**src/rtl/jk_cnt_pkg.sv**
```systemverilog
// Shared definitions for the JK-from-D counter: JK excitation codes and default width.
package jk_cnt_pkg;

  typedef enum logic [1:0] {
    JK_HOLD = 2'b00,
    JK_CLR  = 2'b01,
    JK_SET  = 2'b10,
    JK_TGL  = 2'b11
  } jk_code_e;

  localparam int unsigned JK_CNT_DEFAULT_WIDTH = 4;

endpackage : jk_cnt_pkg

```
**src/rtl/jk_cell.sv**
```systemverilog
// One JK storage bit built from a single D flop; synchronous active-high reset clears it.
module jk_cell (
  input  logic clk,
  input  logic rst,
  input  logic j,
  input  logic k,
  output logic q,
  output logic qb
);

  logic r_q;
  logic w_d;

  assign w_d = (j & ~r_q) | (~k & r_q);

  always_ff @(posedge clk) begin
    if (rst) r_q <= 1'b0;
    else     r_q <= w_d;
  end

  assign q  = r_q;
  assign qb = ~r_q;

endmodule : jk_cell

```
**src/rtl/jk_from_d_counter.sv**
```systemverilog
// Up/down counter with parallel load, built from WIDTH jk_cell bits.
// Optional macro JK_CNT_SATURATE_EN holds the count at its bound instead of wrapping.
module jk_from_d_counter
  import jk_cnt_pkg::*;
#(
  parameter int unsigned WIDTH = JK_CNT_DEFAULT_WIDTH
) (
  input  logic             clk,
  input  logic             rst,
  input  logic             en,
  input  logic             up,
  input  logic             load,
  input  logic [WIDTH-1:0] load_val,
  output logic [WIDTH-1:0] q,
  output logic [WIDTH-1:0] qb,
  output logic             tc
);

  jk_code_e          w_code [WIDTH];
  logic [WIDTH-1:0]  w_j;
  logic [WIDTH-1:0]  w_k;
  logic [WIDTH-1:0]  w_q;
  logic [WIDTH-1:0]  w_qb;
  logic              w_sat;

  assign tc = en & (up ? (&w_q) : ~(|w_q));

`ifdef JK_CNT_SATURATE_EN
  assign w_sat = tc;
`else
  assign w_sat = 1'b0;
`endif

  // w_ones/w_zeros track whether all lower bits are 1/0, forming the ripple toggle enables.
  always_comb begin : p_excite
    logic w_ones;
    logic w_zeros;
    w_ones  = 1'b1;
    w_zeros = 1'b1;
    for (int unsigned i = 0; i < WIDTH; i++) begin
      w_code[i] = JK_HOLD;
      if (load) begin
        w_code[i] = load_val[i] ? JK_SET : JK_CLR;
      end else if (en && !w_sat) begin
        if (up ? w_ones : w_zeros) w_code[i] = JK_TGL;
      end
      w_ones  = w_ones  &  w_q[i];
      w_zeros = w_zeros & ~w_q[i];
    end
  end

  genvar g;
  generate
    for (g = 0; g < WIDTH; g++) begin : g_bit
      assign w_j[g] = w_code[g][1];
      assign w_k[g] = w_code[g][0];
      jk_cell u_cell (
        .clk (clk),
        .rst (rst),
        .j   (w_j[g]),
        .k   (w_k[g]),
        .q   (w_q[g]),
        .qb  (w_qb[g])
      );
    end
  endgenerate

  assign q  = w_q;
  assign qb = w_qb;

endmodule : jk_from_d_counter
```
**config.mk**
```make
export PLATFORM = sky130hd
export DESIGN_NAME = jk_from_d_counter
export DESIGN_NICKNAME = d
export VERILOG_FILES = /design/src/rtl/jk_cnt_pkg.sv /design/src/rtl/jk_cell.sv /design/src/rtl/jk_from_d_counter.sv
export SDC_FILE = /design/constraint.sdc
export NUM_CORES = 1
export LEC_CHECK = 0
export ABC_AREA = 1
export BUFFER_PORTS_ARGS = -buffer_cell sky130_fd_sc_hd__buf_4
export CAP_MARGIN = 20
export CORE_AREA = 2 2 39 41
export CTS_CLUSTER_SIZE = 16
export DETAILED_ROUTE_END_ITERATION = 8
export DIE_AREA = 0 0 41 43
export MAX_ROUTING_LAYER = met4
export PLACE_DENSITY = 0.53
export SKIP_LAST_GASP = 1
export SLEW_MARGIN = 25
export SYNTH_ARGS = -nofsm -noshare
export SYNTH_HDL_FRONTEND = slang
export SYNTH_SLANG_ARGS = --single-unit
```
**constraint.sdc**
```tcl
create_clock -name clk -period 1.5 [get_ports clk]
set_clock_uncertainty 0.05 [all_clocks]
set_input_delay 0.3 -clock clk [delete_from_list [all_inputs] [get_ports clk]]
set_output_delay 0.3 -clock clk [all_outputs]
set_load 0.01 [all_outputs]
```
# == Word level (Yosys, flattened, before mapping) ==
# Cells that the tools add are included.
# word_totals
register_bits,4
latch_bits,0
mem_bits_rw,0
mem_bits_ro,0
in_bits,9
out_inout_bits,9
word_cells,51
memories,0
# classes
addsub,0
multipliers,0
div_mod_pow,0
order_cmp,0
eq_ne,0
shifts,0
muxes,19
bitwise,26
n_reduce_logical,2
# op_table
op,n
$mux W2,15
$and A1 B1 Y1,13
$not A1 Y1,9
$mux W1,4
$or A1 B1 Y1,4
$reduce_and A4 Y1,1
$reduce_or A4 Y1,1

# == Longest topological paths before layout ==
# Gate-level depths: netlist (run 1).
# logic_depth
ltp_word,10
ltp_mapped,8
depth_no_buf,8

# == Cells and area by module ==
# From an unflattened synthesis (run 1), not the netlist that was laid out.
# hier_totals
cells_unflattened,66
area_unflattened_um2,330.3
# modules_own_cells
module,n_inst,cells_per_inst,area_each_um2,seq_area_each_um2
jk_cell,4,7,42.5,20.0
jk_from_d_counter,1,38,160.2,0.0

# == Worst setup path after synthesis (run 1) ==
# No wires, ideal clock.
# synth_timing
path_kind,flip-flop to output port
from,register g_bit[1].u_cell.r_q
to,output tc
arrival_time_ns,0.865
required_time_ns,1.150
path_slack_ns,0.285
path_stages_with_launch,5
path_buffers,0
path_cell_list,dfxtp_1 nand2_1 o21ai_2 nand3_2 a21oi_1
# synth_via
elab_chain_cells,4
elab_cells_between_ends,5
cone_classes,mux: 1; bitwise: 2; reduce/logical: 2
# synth_rtl
element,line,source
from (decl),jk_cell.sv:11,logic r_q;
from (signal assigned),jk_cell.sv:18,else r_q <= w_d;
$reduce_or A4 Y1,jk_from_d_counter.sv:26,assign tc = en & (up ? (&w_q) : ~(|w_q));
$not A1 Y1,jk_from_d_counter.sv:26,
$mux W1 (*),jk_from_d_counter.sv:26,
$and A1 B1 Y1 (*),jk_from_d_counter.sv:26,
to (decl),jk_from_d_counter.sv:16,output logic tc
# Every way passes the cells marked *; elsewhere a longest branch is shown, timed or not.

# == Worst setup path after layout (run 1) ==
# layout_timing
from,register g_bit[0].u_cell.r_q
to,output tc
# layout_via
elab_chain_cells,4
elab_cells_between_ends,5
cone_classes,mux: 1; bitwise: 2; reduce/logical: 2
# layout_rtl
element,line
from (decl),jk_cell.sv:11
from (signal assigned),jk_cell.sv:18
$reduce_or A4 Y1,jk_from_d_counter.sv:26
$not A1 Y1,jk_from_d_counter.sv:26
$mux W1 (*),jk_from_d_counter.sv:26
$and A1 B1 Y1 (*),jk_from_d_counter.sv:26
# Marked as above.

==> impl_metrics.py, run 1 <==
metrics = {
    "layout": {
        "drive_gt1_share_pct": 51.3,
        "nFillCells": 161,
        "final_common_cell": "buf_4",
        "finalNetCount": 87,
        "area_growth_pct": 49.1,
        "fin_util_pct": 38.4,
        "final_cell_mix": "21 x buf_4, 12 x nand2_1, 10 x nor2_1, 8 x inv_1, 5 x nand2_2",
        "diodes": 0,
        "largest_register_ff_count": 4,
    },
    "sta": {
        "fmax_mhz": 693,
        "holdWs_ns": 0.272,
        "rsz0062_at_grt": "true",
        "period_share_pct": 96.2,
        "fin_crit_ns": 1.44,
        "slew_headroom_pct": 85.1,
        "slew_violations": 0,
        "setup_viol": 0,
        "finalHoldViolations": 0,
        "worst_pin_slew_ns": 0.224,
    },
    "pwr": {
        "combPwrFrac_pct": 35.4,
        "power_density_nw_per_um2": 766,
        "power.switching_uw": 129,
        "p_int_uw": 279,
        "p_leak_uw": 0.000291,
        "switching_share_pct": 31.6,
        "p_clk_share_pct": 32.9,
        "vdd_ir_drop_max_mv": 0.300,
        "seq_power_share_pct": 31.6,
    },
    "die": {
        "die-area_um2": 1760,
        "start_util_pct": 25.8,
        "ios": 18,
        "coreArea_um2": 1380,
        "die_h_um": 43,
        "die_x_um": 41,
        "rows": 14,
    },
    "clocking": {
        "clkSinkCount": 4,
        "worstSkewPairLatency_ns": 0.23,
        "cts_hold_buf": 0,
        "clkTransAtPathRegs_ns": 0.04,
        "clk_path_buf_depth": 2,
        "cts_tree": "built",
        "cts_max_level": 1,
        "cts_root_buf": "clkbuf_4",
        "numCtsBuffers": 3,
    },
    "logic_synthesis": {
        "synth_top_family_by_area": "simple AND/OR/NAND/NOR gates",
        "synth_seq_cells": 4,
        "synth.area.mux_share_pct": 0,
        "yosysSeqAreaShare_pct": 22.5,
        "syn_inst": 60,
        "synth_fa_ha_area_share_pct": 0,
        "synth-compound-area-share_pct": 6.67,
        "netlist_area_um2": 357,
        "yosysWarnings": 0,
        "synth-xor-area-share_pct": 0,
        "synth_fp_nets": 69,
        "synthSimpleGateAreaFrac_pct": 43.5,
        "avgSynthCellArea_um2": 5.94,
        "netlist.area_leader.share_pct": 22.5,
        "synthDistinctLibCells": 14,
        "synth_top_cell_by_area": "dfxtp_1",
        "synth_area_leaders": "dfxtp_1 22%, buf_4 17%, nand2_1 16%, inv_1 11%, nor2_1 11%",
    },
    "status": {
        "status": "complete, no violations",
    },
    "route": {
        "wl_per_cell_um": 9.01,
        "vias": 381,
        "drt-initial-drc-count": 4,
        "postRouteAntennaNets": 0,
        "postRouteWirelength_um": 829,
        "via_per_inst": 4.14,
        "drc": 0,
        "first_pass_iters": 4,
    },
    "critical_path": {
        "cp-start-kind": "register",
        "slowest_stage": "dfxtp_2",
        "cp-end-kind": "primary output",
        "crit_top_cell": "nand2_4",
        "max_stage_delay_ns": 0.33,
        "critPathKind": "reg2out",
        "startpoint": "g_bit[0].u_cell.q",
        "worst-endpoint-arrival_ns": 1.09,
        "cp_cell_sequence": "inv_2 > nand2_4 > nand2_4 > nand3_2 > a21oi_2 > buf_4",
        "path_max_fanout": 4,
        "crit_required_ns": 1.15,
        "reg2reg_from": "g_bit[0].u_cell.q",
    },
    "grt": {
        "antenna_found_initial": 0,
        "grt_overflow": 0,
        "first_global_vias": 322,
        "grt_use_total_pct": 11.0,
        "grt_max_degree": 9,
        "grt_pass1_wl_um": 1240,
    },
    "hold_path": {
        "min_from": "rst",
        "holdCritPathClass": "in2reg",
    },
    "placement": {
        "port-buffer-count": 17,
        "dp_hpwl_um": 563,
        "gp_congestion": 0.661,
    },
    "run": {
        "drv_cap": 0,
    },
}
==> worst paths after layout <==
| kind | end | slack, ns | cells past startpoint |
|---|---|---|---|
| min | g_bit[2].u_cell.q | 0.27 | 4 |
| max | tc | 0.06 | 6 |
| min reg2reg | g_bit[2].u_cell.q | 0.54 | 4 |
| max reg2reg | g_bit[1].u_cell.q | 0.29 | 9 |
==> worst max-delay path: cells and delay by family, from the launching register on <==
family,cells,cell delay [ns]
flip-flops,1,0.33
AND/OR/NAND/NOR,3,0.23
buffers and inverters,2,0.19
AO/OA/AOI/OAI,1,0.11
==> power by group through the flow <==
stage	logic (uW)	clock network, uW	registers (uW)
finish	144	134	129
global route	160	150	131
CTS	128	140	127
detailed placement	121	0	127
global placement	120	0	127
floorplan	88.9	0	125
==> what timing repair did <==
item                                    4_1_cts  5_1_grt
pin swaps                                     0        4
setup buffers                                 1        3
endpoints found under the setup margin        1        1
resized for setup                             6        8
==> final cells by class <==
type | instances | area [um^2] | share of cell area, %
inverter | 10 | 40.0 | 7.53
clock buffer | 3 | 22.5 | 4.24
tap | 16 | 20.0 | 3.76
sequential | 4 | 88.8 | 16.7
multi-input combinational | 38 | 203 | 38.1
timing repair buffer | 21 | 158 | 29.6
==> synthesized netlist by cell type (all sizes together) <==
cell,number
nand2,19
inv,10
nor2,10
buf,8
dfxtp,4
nand3,4
o21ai,3
a21oi,1
nand4,1
==> cells by family after synthesis <==
group                  Yosys count
AO/OA/AOI/OAI                    4
AND/OR/NAND/NOR                 34
buffers and inverters           18
flip-flops                       4
==> through the flow <==
| step | setup TNS [ns] | setup WS [ns] | total power [uW] | cell area, um^2 | std cells |
|---|---|---|---|---|---|
| global route | -0.00340 | -0.00340 | 440 | 532 | 92 |
| floorplan | 0 | 0.285 | 214 | 357 | 60 |
| finish | 0 | 0.0567 | 407 | 532 | 92 |
| global placement | 0 | 0.172 | 247 | 444 | 85 |
| CTS | 0 | 0.00374 | 395 | 489 | 89 |
| detailed placement | 0 | 0.158 | 248 | 444 | 85 |
==> routing by layer <==
metal | share of wire, % | routed length [um] | GRT usage [%] | up-vias
li1 | - | - | - | 208
met1 | 42 | 346 | 13.5 | 165
met2 | 54 | 447 | 13.8 | 8
met3 | 4.2 | 35 | 1.57 | 0
met4 | 0 | 0 | 12.0 | 0
met5 | 0 | 0 | - | -
(Power assumes the default switching activity.)
==> run 2, diff against run 1 <==
==> constraint.sdc (replaced) <==
create_clock -name clk -period 1.6 [get_ports clk]
set_clock_uncertainty 0.05 [all_clocks]
set_input_delay 0.32 -clock clk [delete_from_list [all_inputs] [get_ports clk]]
set_output_delay 0.32 -clock clk [all_outputs]
set_load 0.01 [all_outputs]
==> run 2 against run 1 <==
  * Count of clock-buffer cells in the layout unchanged
  * Highest routed layer unchanged
  * Critical path depth stayed put
  * Final cell count down 4.3%
  * Via count fell by 5.5%
  * Total power shrank 14%
==> impl_metrics.py, run 2 (same netlist as run 1, synthesis figures left out) <==
metrics = {
    "status": {
        "status": "complete, no violations",
    },
    "placement": {
        "port-buffer-count": 17,
        "gp_congestion": 0.680,
        "dp_hpwl_um": 562,
        "placed_area_um2": 444,
        "pre_cts_ws_ns": 0.226,
    },
    "grt": {
        "grt_overflow": 0,
        "grt_use_total_pct": 9.45,
        "grt_pass1_wl_um": 1060,
        "grt_max_degree": 9,
        "first_global_vias": 286,
        "antenna_found_initial": 0,
    },
    "pwr": {
        "vdd_ir_drop_max_mv": 0.320,
        "combPwrFrac_pct": 31.6,
        "p_int_uw": 247,
        "p_leak_uw": 0.000266,
        "p_clk_share_pct": 34.6,
        "power.switching_uw": 105,
        "seq_power_share_pct": 33.9,
        "switching_share_pct": 29.9,
        "total_power_uw": 352,
        "power_density_nw_per_um2": 753,
    },
    "sta": {
        "tns_ns": 0,
        "finalHoldViolations": 0,
        "worst_slack_ns": 0.0813,
        "slew_headroom_pct": 84.2,
        "worst_pin_slew_ns": 0.237,
        "setup_viol": 0,
        "holdWs_ns": 0.303,
        "slew_violations": 0,
        "period_share_pct": 94.9,
        "rsz0062_at_grt": "false",
        "fmax_mhz": 658,
        "fin_crit_ns": 1.52,
    },
    "layout": {
        "diodes": 0,
        "nFillCells": 162,
        "final_common_cell": "buf_4",
        "finalNetCount": 83,
        "multi_input_area_um2": 179,
        "drive_gt1_share_pct": 38.9,
        "postLayoutCellArea_um2": 468,
        "area_growth_pct": 31.2,
        "final_cell_mix": "17 x buf_4, 15 x nand2_1, 10 x nor2_1, 9 x inv_1",
        "largest_register_ff_count": 4,
        "register_area_um2": 81.3,
    },
    "route": {
        "via_per_inst": 4.09,
        "vias": 360,
        "wl_per_cell_um": 7.97,
        "first_pass_iters": 4,
        "met3WireLength_um": 50,
        "wl_met2_um": 349,
        "m1WireLength_um": 302,
        "maxUsedRoutingLayer": "met3",
        "drc": 0,
        "postRouteWirelength_um": 701,
        "drt-initial-drc-count": 4,
        "postRouteAntennaNets": 0,
    },
    "die": {
        "coreArea_um2": 1380,
        "start_util_pct": 25.8,
        "die_h_um": 43,
        "die_x_um": 41,
        "die-area_um2": 1760,
        "rows": 14,
        "ios": 18,
    },
    "critical_path": {
        "max_stage_delay_ns": 0.32,
        "critPathKind": "reg2out",
        "rrSetupSlack_ns": 0.54,
        "cp-start-kind": "register",
        "crit_required_ns": 1.23,
        "worst-endpoint-arrival_ns": 1.15,
        "cp-end-kind": "primary output",
        "path_max_fanout": 5,
        "slowest_stage": "dfxtp_1",
        "crit_family": "flip-flops",
        "crit_buf_inv": 2,
        "cp_cell_sequence": "inv_2 > nand2_1 > nand2_4 > nand3_2 > a21oi_1 > buf_4",
    },
    "clocking": {
        "cts_tree": "built",
        "cts_root_buf": "clkbuf_4",
        "post_cts_buffers": 0,
        "clkTransAtPathRegs_ns": 0.04,
        "cts_hold_buf": 0,
        "worstSkewPairLatency_ns": 0.23,
        "clk_path_buf_depth": 2,
        "numCtsBuffers": 3,
        "clkSinkCount": 4,
        "cts_max_level": 1,
    },
    "hold_path": {
        "holdCritPathClass": "in2reg",
    },
    "run": {
        "drv_cap": 0,
    },
}
run 2: cell types whose count changed in the layout (fill, tap and decap cells not counted), sizes merged:
cell,before,now
buf,21,17
run 2: layout make-up:
cell class,count,area share [%]
Tap cell,16,4.28
Timing Repair Buffer,17,27.3
Clock buffer,3,4.81
Inverter,10,8.02
Sequential cell,4,17.4
Multi-Input combinational cell,38,38.2
run 2: timing repair:
item                                    CTS  global route
resized for setup                         1             1
endpoints found under the hold margin     0             0
endpoints found under the setup margin    1             1
pin swaps                                 0             0
run 2: through the flow:
step                std cells  utilization (%)
finish                     88             33.8
global route               88             33.8
CTS                        88             33.8
detailed placement         85             32.1
global placement           85             32.1
floorplan                  60                -
run 2: power by group through the flow:
stage          clock network [uW]  logic [uW]  registers (uW)
6_report                      122         111             119
5_1_grt                       133         125             121
4_1_cts                       128         113             119
3_5_place_dp                    0         112             120
3_3_place_gp                    0         112             119
2_1_floorplan                   0        83.3             117
run 2: worst paths after layout:
| check | start | endpoint | cells after the start |
|---|---|---|---|
| setup / recovery | g_bit[0].u_cell.q | tc | 6 |
| hold / removal | rst | g_bit[2].u_cell.q | 4 |
| setup reg to reg | g_bit[0].u_cell.q | g_bit[1].u_cell.q | 8 |
| hold reg to reg | g_bit[1].u_cell.q | g_bit[1].u_cell.q | 3 |
run 2: worst reg2reg max path: stages (launching register included):
cell and delay [ns]:
dfxtp_1 0.32, inv_2 0.08, nand2_1 0.09, nand2_4 0.10, nand2_2 0.06, nand2_1 0.05
nand2_1 0.04, o21ai_1 0.12, inv_1 0.05
run 2: layer usage:
layer	vias to the layer above	global-route usage [%]
li1	198	-
met2	10	12.5
met4	0	10.0
met3	0	1.57
met5	-	-
met1	152	10.9
==> run 3, diff against run 2 <==
--- a/config.mk
+++ b/config.mk
@@ -13,7 +13,7 @@
 export DETAILED_ROUTE_END_ITERATION = 8
 export DIE_AREA = 0 0 41 43
 export MAX_ROUTING_LAYER = met4
-export PLACE_DENSITY = 0.53
+export PLACE_DENSITY = 0.55
 export SKIP_LAST_GASP = 1
 export SLEW_MARGIN = 25
 export SYNTH_ARGS = -nofsm -noshare
==> run 3 against run 2 <==
  * Hold slack worse by 0.0050 ns
  * Final cell count stayed put
  * First-iteration DRC count grew to 4.3 times the previous value
  * Flip-flop and latch count stayed put
  * Sequential power hardly changed
  * Sequential share of layout area is 0.14 points lower
  * Critical path depth stayed put
  * Routed wire length is 5.0% lower
  * Global-route usage is 0.50 points lower
  * Core utilization is 0.27 points higher
  * Die area stayed put
  * Critical path type unchanged
  * Critical endpoint unchanged
  * Highest routed layer unchanged
==> impl_metrics.py, run 3 (same netlist as run 1, synthesis figures left out) <==
metrics = {
    "route": {
        "postRouteWirelength_um": 666,
        "vias": 348,
        "drc": 0,
        "drt-initial-drc-count": 17,
        "first_pass_iters": 4,
        "wl_per_cell_um": 7.57,
        "postRouteAntennaNets": 0,
        "via_per_inst": 3.95,
    },
    "grt": {
        "antenna_found_initial": 0,
        "grt_overflow": 0,
        "grt-busiest-layer": "met2",
        "grt_pass1_wl_um": 986,
        "grt_max_degree": 9,
        "met3_usage_pct": 1.57,
        "grt_use_total_pct": 8.94,
        "met1_usage_pct": 9.62,
        "first_global_vias": 274,
        "met2_usage_pct": 12.2,
    },
    "die": {
        "die_h_um": 43,
        "ios": 18,
        "die-area_um2": 1760,
        "start_util_pct": 25.8,
        "die_x_um": 41,
        "rows": 14,
        "coreArea_um2": 1380,
    },
    "layout": {
        "fin_cells": 88,
        "postLayoutCellArea_um2": 472,
        "largest_register_ff_count": 4,
        "final_cell_mix": "17 x buf_4, 15 x nand2_1, 10 x nor2_1, 9 x inv_1",
        "finalNetCount": 83,
        "final_common_cell": "buf_4",
        "diodes": 0,
        "area_growth_pct": 32.3,
        "drive_gt1_share_pct": 40.3,
    },
    "hold_path": {
        "holdPathStages": 4,
        "holdCritPathClass": "in2reg",
    },
    "clocking": {
        "post_cts_buffers": 0,
        "clk_path_buf_depth": 2,
        "worstSkewPairLatency_ns": 0.23,
        "clkSinkCount": 4,
        "cts_hold_buf": 0,
        "cts_resized": 1,
        "cts_max_level": 1,
        "cts_tree": "built",
        "numCtsBuffers": 3,
        "clkTransAtPathRegs_ns": 0.04,
        "cts_root_buf": "clkbuf_4",
    },
    "critical_path": {
        "critical_path_depth": 6,
        "cp_cell_sequence": "inv_2 > nand2_1 > nand2_4 > nand3_2 > a21oi_2 > buf_4",
        "r2r_end": "g_bit[3].u_cell.q",
        "path_max_fanout": 5,
        "crit_family": "flip-flops",
        "worst-endpoint-arrival_ns": 1.15,
        "cp-start-kind": "register",
        "crit_buf_inv": 2,
        "cp-end-kind": "primary output",
        "rrSetupSlack_ns": 0.53,
        "critPathKind": "reg2out",
        "slowest_stage": "dfxtp_1",
        "startpoint": "g_bit[0].u_cell.q",
        "setup.worst_path.end": "tc",
        "max_stage_delay_ns": 0.32,
        "crit_required_ns": 1.23,
        "reg2reg_from": "g_bit[0].u_cell.q",
        "reg2reg_depth": 8,
    },
    "sta": {
        "period_share_pct": 94.9,
        "fin_crit_ns": 1.52,
        "fmax_mhz": 659,
        "setup_viol": 0,
        "slew_violations": 0,
        "finalHoldViolations": 0,
        "worst_pin_slew_ns": 0.233,
        "tns_ns": 0,
        "slew_headroom_pct": 84.4,
        "rsz0062_at_grt": "false",
    },
    "pwr": {
        "p_leak_uw": 0.000266,
        "power_density_nw_per_um2": 751,
        "vdd_ir_drop_max_mv": 0.318,
    },
    "placement": {
        "placed_area_um2": 444,
        "port-buffer-count": 17,
        "placed_cells": 85,
        "dp_hpwl_um": 551,
        "gp_congestion": 0.698,
    },
    "run": {
        "drv_cap": 0,
    },
    "status": {
        "status": "complete, no violations",
    },
}
## run 3: cell counts in the layout (fill, tap and decap cells not counted)
Identical to the previous run, type by type.
## run 3: worst reg2reg max path, cell delays in order (launching register included)
cell and delay, ns:
dfxtp_1 0.32, inv_2 0.07, nand2_1 0.10, nand2_4 0.10, nand3_2 0.09, nand2_1 0.07
nand3_1 0.07, nand2_1 0.06, inv_1 0.03
## run 3: metrics by stage
stage / worst slack (ns) / power, uW / hold slack (ns) / utilization [%]
2_1_floorplan: 0.365 / 201 / 0.418 / -
3_3_place_gp: 0.242 / 231 / 0.526 / 32.1
3_5_place_dp: 0.219 / 232 / 0.537 / 32.1
4_1_cts: 0.00123 / 362 / 0.291 / 33.8
5_1_grt: 0.0171 / 382 / 0.308 / 34.1
6_report: 0.0817 / 354 / 0.298 / 34.1
## run 3: worst min-delay path by stage
| stage | startpoint | to | slack [ns] |
|---|---|---|---|
| 2_1_floorplan | rst | g_bit[2].u_cell.q | 0.42 |
| 3_3_place_gp | g_bit[2].u_cell.q | g_bit[2].u_cell.q | 0.53 |
| 3_5_place_dp | g_bit[2].u_cell.q | g_bit[2].u_cell.q | 0.54 |
| 4_1_cts | rst | g_bit[2].u_cell.q | 0.29 |
| 5_1_grt | rst | g_bit[3].u_cell.q | 0.31 |
| 6_report | rst | g_bit[2].u_cell.q | 0.30 |
## run 3: layout make-up
class / count / area (um^2)
fill: 161 / 912
inverter: 10 / 37.5
timing repair buffer: 17 / 128
multi-input combinational: 38 / 183
tap: 16 / 20.0
sequential: 4 / 81.3
clock buffer: 3 / 22.5
## run 3: where the power goes
part	internal [uW]	switching [uW]
Sequential	109	9.55
Clock	83.7	39.0
Combinational	54.3	58.2
Total	247	107
## run 3: layer usage
metal | vias up | part of all wire (%)
li1 | 199 | -
met1 | 135 | 44
met2 | 14 | 48
met3 | 0 | 8.7
met4 | 0 | 0
met5 | - | 0
